**src/rtl/game_clock_pkg.sv**
```systemverilog
// rtl/game_clock_pkg.sv - shared FSM state and mode constants for the game clock
package game_clock_pkg;

  typedef enum logic [1:0] {
    ST_IDLE  = 2'd0,
    ST_RUN   = 2'd1,
    ST_PAUSE = 2'd2,
    ST_OVER  = 2'd3
  } state_t;

  localparam int MODE_SUDDEN  = 0;
  localparam int MODE_FISCHER = 1;
  localparam int MODE_DELAY   = 2;

endpackage

```
**src/rtl/game_clock_if.sv**
```systemverilog
// rtl/game_clock_if.sv - button/tick inputs and display-side outputs of the game clock
interface game_clock_if #(
  parameter int N_PLAYERS = 2,
  parameter int TIME_W    = 12
);
  localparam int ACT_W = (N_PLAYERS > 1) ? $clog2(N_PLAYERS) : 1;

  logic                        tick;
  logic                        start_btn;
  logic                        new_game;
  logic [N_PLAYERS-1:0]        press;
  logic [N_PLAYERS*TIME_W-1:0] time_flat;
  logic [ACT_W-1:0]            active;
  logic [N_PLAYERS-1:0]        flag;
  logic                        running;
  logic                        game_over;

  modport master (
    output tick, start_btn, new_game, press,
    input  time_flat, active, flag, running, game_over
  );

  modport slave (
    input  tick, start_btn, new_game, press,
    output time_flat, active, flag, running, game_over
  );
endinterface

```
**src/rtl/player_timer.sv**
```systemverilog
// rtl/player_timer.sv - one player's remaining-seconds counter
// Decrement is applied before the increment so a same-cycle tick and turn end both count.
module player_timer #(
  parameter int TIME_W    = 12,
  parameter int INIT_TIME = 300,
  parameter int INC       = 5
) (
  input  logic              clk_one,
  input  logic              reset,
  input  logic              load,
  input  logic              dec,
  input  logic              add_inc,
  output logic [TIME_W-1:0] value,
  output logic              is_one
);
  localparam logic [TIME_W:0] MAX_V = {1'b0, {TIME_W{1'b1}}};

  logic [TIME_W-1:0] dec_val;
  logic [TIME_W:0]   sum;

  always_comb begin
    dec_val = (dec && value != '0) ? value - TIME_W'(1) : value;
    sum     = {1'b0, dec_val} + (TIME_W+1)'(INC);
  end

  always_ff @(posedge clk_one or posedge reset) begin
    if (reset)        value <= TIME_W'(INIT_TIME);
    else if (load)    value <= TIME_W'(INIT_TIME);
    else if (add_inc) value <= (sum > MAX_V) ? MAX_V[TIME_W-1:0] : sum[TIME_W-1:0];
    else              value <= dec_val;
  end

  assign is_one = (value == TIME_W'(1));
endmodule

```
**src/rtl/game_clock_core.sv**
```systemverilog
// rtl/game_clock_core.sv - N-player game clock: FSM, turn pointer, delay counter, flags
module game_clock_core
  import game_clock_pkg::*;
#(
  parameter int N_PLAYERS = 2,
  parameter int TIME_W    = 12,
  parameter int INIT_TIME = 300,
  parameter int MODE      = 0,
  parameter int INC       = 5,
  parameter int DELAY     = 5
) (
  input logic        clk_one,
  input logic        reset,
  game_clock_if.slave bus
);
  localparam int ACT_W = (N_PLAYERS > 1) ? $clog2(N_PLAYERS) : 1;

  state_t               state, state_nx;
  logic [ACT_W-1:0]     active;
  logic [TIME_W-1:0]    delay_cnt;
  logic [N_PLAYERS-1:0] flag;
  logic [N_PLAYERS-1:0] is_one;
  logic [TIME_W-1:0]    value [N_PLAYERS];
  logic                 running, game_over;
  logic                 in_run, tick_ev, press_ev, delay_busy, dec_act, timeout, do_switch, load_all;

  // start_btn in RUN pre-empts any tick or press of the same cycle
  always_comb begin
    in_run     = (state == ST_RUN) && !bus.start_btn;
    tick_ev    = in_run && bus.tick;
    press_ev   = in_run && bus.press[active];
    delay_busy = (MODE == MODE_DELAY) && (delay_cnt != '0);
    dec_act    = tick_ev && !delay_busy;
    timeout    = dec_act && is_one[active];
    do_switch  = press_ev && !timeout;
    load_all   = bus.new_game && ((state == ST_PAUSE) || (state == ST_OVER));
  end

  always_comb begin
    state_nx = state;
    case (state)
      ST_IDLE:  if (bus.start_btn) state_nx = ST_RUN;
      ST_RUN: begin
        if (bus.start_btn)  state_nx = ST_PAUSE;
        else if (timeout)   state_nx = ST_OVER;
      end
      ST_PAUSE: begin
        if (bus.new_game)       state_nx = ST_IDLE;
        else if (bus.start_btn) state_nx = ST_RUN;
      end
      ST_OVER:  if (bus.new_game) state_nx = ST_IDLE;
      default:  state_nx = ST_IDLE;
    endcase
  end

  always_ff @(posedge clk_one or posedge reset) begin
    if (reset) begin
      state     <= ST_IDLE;
      running   <= 1'b0;
      game_over <= 1'b0;
    end else begin
      state     <= state_nx;
      running   <= (state_nx == ST_RUN);
      game_over <= (state_nx == ST_OVER);
    end
  end

  always_ff @(posedge clk_one or posedge reset) begin
    if (reset) begin
      active    <= '0;
      delay_cnt <= TIME_W'(DELAY);
      flag      <= '0;
    end else if (load_all) begin
      active    <= '0;
      delay_cnt <= TIME_W'(DELAY);
      flag      <= '0;
    end else begin
      if (timeout) flag[active] <= 1'b1;
      if (do_switch) begin
        active    <= (active == ACT_W'(N_PLAYERS-1)) ? '0 : active + ACT_W'(1);
        delay_cnt <= TIME_W'(DELAY);
      end else if (tick_ev && delay_busy) begin
        delay_cnt <= delay_cnt - TIME_W'(1);
      end
    end
  end

  for (genvar i = 0; i < N_PLAYERS; i++) begin : g_timer
    player_timer #(
      .TIME_W   (TIME_W),
      .INIT_TIME(INIT_TIME),
      .INC      (INC)
    ) u_timer (
      .clk_one(clk_one),
      .reset  (reset),
      .load   (load_all),
      .dec    (dec_act && (active == ACT_W'(i))),
      .add_inc(do_switch && (MODE == MODE_FISCHER) && (active == ACT_W'(i))),
      .value  (value[i]),
      .is_one (is_one[i])
    );
    assign bus.time_flat[i*TIME_W +: TIME_W] = value[i];
  end

  assign bus.active    = active;
  assign bus.flag      = flag;
  assign bus.running   = running;
  assign bus.game_over = game_over;
endmodule

```
**src/flat_wrapper.sv**
```systemverilog
// flat-port wrapper written by rule: the top's interface ports become plain ports
module game_clock_core_flat import game_clock_pkg::*;
#(
  parameter int N_PLAYERS = 2,
  parameter int TIME_W    = 12,
  parameter int INIT_TIME = 300,
  parameter int MODE      = 0,
  parameter int INC       = 5,
  parameter int DELAY     = 5
)
  (clk_one, reset, bus_tick, bus_start_btn, bus_new_game, bus_press, bus_time_flat, bus_active, bus_flag, bus_running, bus_game_over);
  game_clock_if #(.N_PLAYERS(N_PLAYERS), .TIME_W(TIME_W)) bus_i ();
  input logic clk_one;
  input logic reset;
  input wire logic [$bits(bus_i.tick)-1:0] bus_tick;
  input wire logic [$bits(bus_i.start_btn)-1:0] bus_start_btn;
  input wire logic [$bits(bus_i.new_game)-1:0] bus_new_game;
  input wire logic [$bits(bus_i.press)-1:0] bus_press;
  output wire logic [$bits(bus_i.time_flat)-1:0] bus_time_flat;
  output wire logic [$bits(bus_i.active)-1:0] bus_active;
  output wire logic [$bits(bus_i.flag)-1:0] bus_flag;
  output wire logic [$bits(bus_i.running)-1:0] bus_running;
  output wire logic [$bits(bus_i.game_over)-1:0] bus_game_over;
  assign bus_i.tick = bus_tick;
  assign bus_i.start_btn = bus_start_btn;
  assign bus_i.new_game = bus_new_game;
  assign bus_i.press = bus_press;
  assign bus_time_flat = bus_i.time_flat;
  assign bus_active = bus_i.active;
  assign bus_flag = bus_i.flag;
  assign bus_running = bus_i.running;
  assign bus_game_over = bus_i.game_over;
  game_clock_core #(.N_PLAYERS(N_PLAYERS), .TIME_W(TIME_W), .INIT_TIME(INIT_TIME), .MODE(MODE), .INC(INC), .DELAY(DELAY)) u_core (.clk_one(clk_one), .reset(reset), .bus(bus_i));
endmodule
```
**config.mk**
```make
export PLATFORM = sky130hd
export DESIGN_NAME = game_clock_core_flat
export DESIGN_NICKNAME = d
export VERILOG_FILES = /design/src/rtl/game_clock_pkg.sv /design/src/rtl/game_clock_if.sv /design/src/rtl/player_timer.sv /design/src/rtl/game_clock_core.sv /design/src/flat_wrapper.sv
export SDC_FILE = /design/constraint.sdc
export NUM_CORES = 1
export LEC_CHECK = 0
export ABC_CLOCK_PERIOD_IN_PS = 5000
export CAP_MARGIN = 20
export CORE_UTILIZATION = 50
export CTS_CLUSTER_SIZE = 20
export DETAILED_ROUTE_END_ITERATION = 10
export GPL_ROUTABILITY_DRIVEN = 0
export HOLD_SLACK_MARGIN = 0.1
export PLACE_DENSITY = 0.73
export SYNTH_ARGS = -nofsm -noshare
export SYNTH_HDL_FRONTEND = slang
export SYNTH_HIERARCHICAL = 1
export SYNTH_SLANG_ARGS = --single-unit
export TNS_END_PERCENT = 10
```
**constraint.sdc**
```tcl
create_clock -name clk_one -period 5 [get_ports clk_one]
set_input_delay 0.5 -clock clk_one [delete_from_list [all_inputs] [get_ports clk_one]]
set_output_delay 0.5 -clock clk_one [all_outputs]
set_load 0.01 [all_outputs]
```
==> metrics.txt <==
cells on worst reg2reg path=12; R2R Path End=u_core/g_timer[0].u_timer/value[4]; setup slack, reg-to-reg=~1.2 ns; Yosys reg bits=31; IR drop worst, VDD=between 200 and 300 uV; Slowest cell on crit path=and4_1; Max stage delay on crit path=0.52 ns; CP Launch Type=flop; CTS Sinks=31; max_cap viols=0; CTS Buf Count=5; fin crit period=around 3.8 ns; FMAX=between 200 and 300 MHz; # diodes=0; Die ar.=about 6200 um2; synthesized area=2950 um2; Crit path depth=12; CORE AREA=5610 um2; clk_skew=about 0.0030 ns; Reg-to-Reg Start=u_core/g_timer[0].u_timer/value[0]; CTS Hold Bufs=0; RSZ-0062 raised after global routing=no; Post-Route Setup TNS=0 ns; vias in the first global route=2646; Most common cell on crit path=ha_1; ys async rst share=100%; Die X-Extent=just under 80 um; CTS HTree Levels=2; 1st-pass router iterations=5; GRT Resource Usage Total=around 26%; Layout Nets=between 300 and 400; CP max FO=10; grt ovf=0; vias per cell=roughly 6.4; Yosys warnings=6; post_cts resized=0; Primary FF master, synth=dfrtp_1; Finished Core Util=roughly three fifths; CP cell instances=inv_1 > ha_1 > nor3b_1 > nand4_1 > nand2_1 > mux2i_1 > ha_1 > o32ai_1 > nor3_1 > and4_1 > nand2_2 > a211oi_1; largest net degree at the start of global routing=33; Final setup violation count=0; DR vias=2848; Die Ht=around 80 um; Routed Antenna Nets=0; worst skew pair latency=0.28 ns; number of flops mapped to enable cells by yosys=0; clock buffer depth=2; DRT iter0 DRCs=254; Site Rows=27; Crit path max-delay family=simple AND/OR/NAND/NOR gates; routed len/inst=between 15 and 20 um; pwr/cell area=roughly 460 nW/um2; Hold Vio Cnt, Final=0; CP arrival=3.99 ns; Worst Path Buf+Inv=1; HP Class=primary input to asynchronous set/reset pin; Slew Viols, Final=0; distinct cell type count after synthesis=61; Synth-to-Final Area Change=15.9%; first-pass GRT wire length=between 10 and 15 mm; initial antenna violation count=0; Slew @ Worst Pin=about 1 ns; Leakage=0.00130 uW; final WL=between 7 and 8 mm; TritonCTS clock tree=done; Port-buffer cells=35; status=finished clean; CTS root buf=clkbuf_8; fin crit share=between 70% and 80%; # DRC=0; syn_area_per_cell=around 8.7 um2; CP Capture Type=flop; share of cells above drive strength 1=between 10% and 20%; Post-DP HPWL=between 5 and 6 mm; Top Ports=36; clk slew on worst S/H paths=approximately 0.07 ns; Initial Util=52.6%; Worst EP required=~5.2 ns; Gate Count Post-Synth=roughly 340; Seq/Total Area, Yosys=26.6%; Worst slew margin=a little over a third; crit path kind=flop to flop; postcts setup bufs=0
Yosys cell counts, drive strengths merged, types with 3 or more instances:
| master | instances | area [um2] |
|---|---|---|
| o21a | 3 | 22.5 |
| o21ai | 12 | 60.1 |
| a2111oi | 4 | 75.1 |
| a21oi | 15 | 75.1 |
| or4 | 4 | 30.0 |
| o21bai | 10 | 75.1 |
| a221o | 4 | 40.0 |
| or3 | 10 | 62.6 |
| a211oi | 8 | 60.1 |
| dfstp | 8 | 210 |
| dfrtp | 23 | 576 |
| xnor2 | 6 | 52.6 |
| clkbuf | 8 | 30.0 |
| and2b | 3 | 22.5 |
| and2 | 7 | 43.8 |
| nor3b | 4 | 30.0 |
| nor2 | 18 | 67.6 |
| o31a | 4 | 35.0 |
| mux2i | 15 | 150 |
| nand4 | 6 | 37.5 |
| or2 | 6 | 37.5 |
| buf | 10 | 75.1 |
| nand2 | 20 | 80.1 |
| or3b | 4 | 35.0 |
| nor3 | 16 | 90.1 |
| nor4 | 10 | 123 |
| nand3 | 11 | 55.1 |
| a31oi | 12 | 75.1 |
| ha | 8 | 100 |
| o31ai | 8 | 70.1 |
| inv | 18 | 67.6 |
| a21o | 7 | 52.6 |
| a31o | 3 | 26.3 |
power breakdown:
group | internal (uW) | switching (uW) | leakage (uW)
sequential | 345 | 141 | 0.000386
clock | 111 | 94.2 | 0.0000482
combinational | 389 | 474 | 0.000866
total | 846 | 709 | 0.00130
state kept, by name, indices dropped and copies added, names as in the netlist:
name / flops
u_core/g_timer.u_timer/value: 24
u_core/bus.flag: 2
u_core/state: 2
u_core/bus.active: 1
u_core/bus.game_over: 1
u_core/bus.running: 1
area by class of cell:
cell class	count	area, um2
Sequential cell	31	786
Clock buffer	7	86.3
Multi-Input combinational cell	283	2030
Fill cell	520	2190
Inverter	18	67.6
Clock inverter	1	5.00
Timing Repair Buffer	35	350
Tap cell	72	90.1
cells by family after synthesis:
family / after synthesis / share of synthesized area, %
adder cells (fa/ha/maj): 8 / 3.39
other: 1 / 0.127
flip-flops: 31 / 26.6
XOR/XNOR: 6 / 1.78
multiplexers: 15 / 5.09
AO/OA/AOI/OAI: 108 / 28.3
AND/OR/NAND/NOR: 134 / 28.8
buffers and inverters: 36 / 5.85
cells in the final DEF (no fill, tap or decap), types with 7 or more instances in the layout:
master / Yosys / layout
nand2_1: 18 / 18
dfstp_2: 8 / 8
a211oi_1: 8 / 8
nand3_1: 11 / 11
inv_1: 18 / 18
a31oi_1: 12 / 12
and2_1: 7 / 7
mux2i_1: 15 / 15
conb_1: 1 / 12
nor2_1: 18 / 18
o21bai_1: 10 / 10
a21oi_1: 15 / 15
dfrtp_1: 23 / 23
clkdlybuf4s50_1: 0 / 35
ha_1: 8 / 8
or3_1: 10 / 10
o21ai_0: 9 / 9
nor3_1: 14 / 14
a21o_1: 7 / 7
per-stage QoR:
| stage | power [uW] | hold slack (ns) | setup slack, ns | area [um2] | instances |
|---|---|---|---|---|---|
| after floorplan | 1080 | 0.303 | 1.92 | 2990 | 350 |
| after global placement | 1320 | 0.493 | 1.11 | 3330 | 439 |
| after detailed placement | 1330 | 0.495 | 1.06 | 3330 | 439 |
| after CTS | 1550 | 0.510 | 1.28 | 3420 | 447 |
| after global routing | 1680 | 0.532 | 0.887 | 3420 | 447 |
| final | 1560 | 0.507 | 1.19 | 3420 | 447 |
how the worst max path moves through the flow:
stage                                        from                                 end  slack (ns)
6_report       u_core/g_timer[0].u_timer/value[0]  u_core/g_timer[0].u_timer/value[4]        1.19
5_1_grt        u_core/g_timer[1].u_timer/value[1]  u_core/g_timer[1].u_timer/value[4]        0.89
4_1_cts        u_core/g_timer[0].u_timer/value[0]  u_core/g_timer[0].u_timer/value[4]        1.28
3_3_place_gp                        bus_start_btn  u_core/g_timer[0].u_timer/value[4]        1.11
2_1_floorplan  u_core/g_timer[0].u_timer/value[0]  u_core/g_timer[0].u_timer/value[4]        1.92
3_5_place_dp                        bus_start_btn  u_core/g_timer[0].u_timer/value[4]        1.06
per-layer routing:
layer | track usage (%) | vias up | wire (um)
met4 | 9.26 | 0 | 130
met3 | 3.56 | 15 | 364
li1 | - | 1366 | -
met5 | 0 | - | 0
met2 | 44.0 | 109 | 3700
met1 | 32.4 | 1358 | 3330
(Power assumes the default switching activity.)
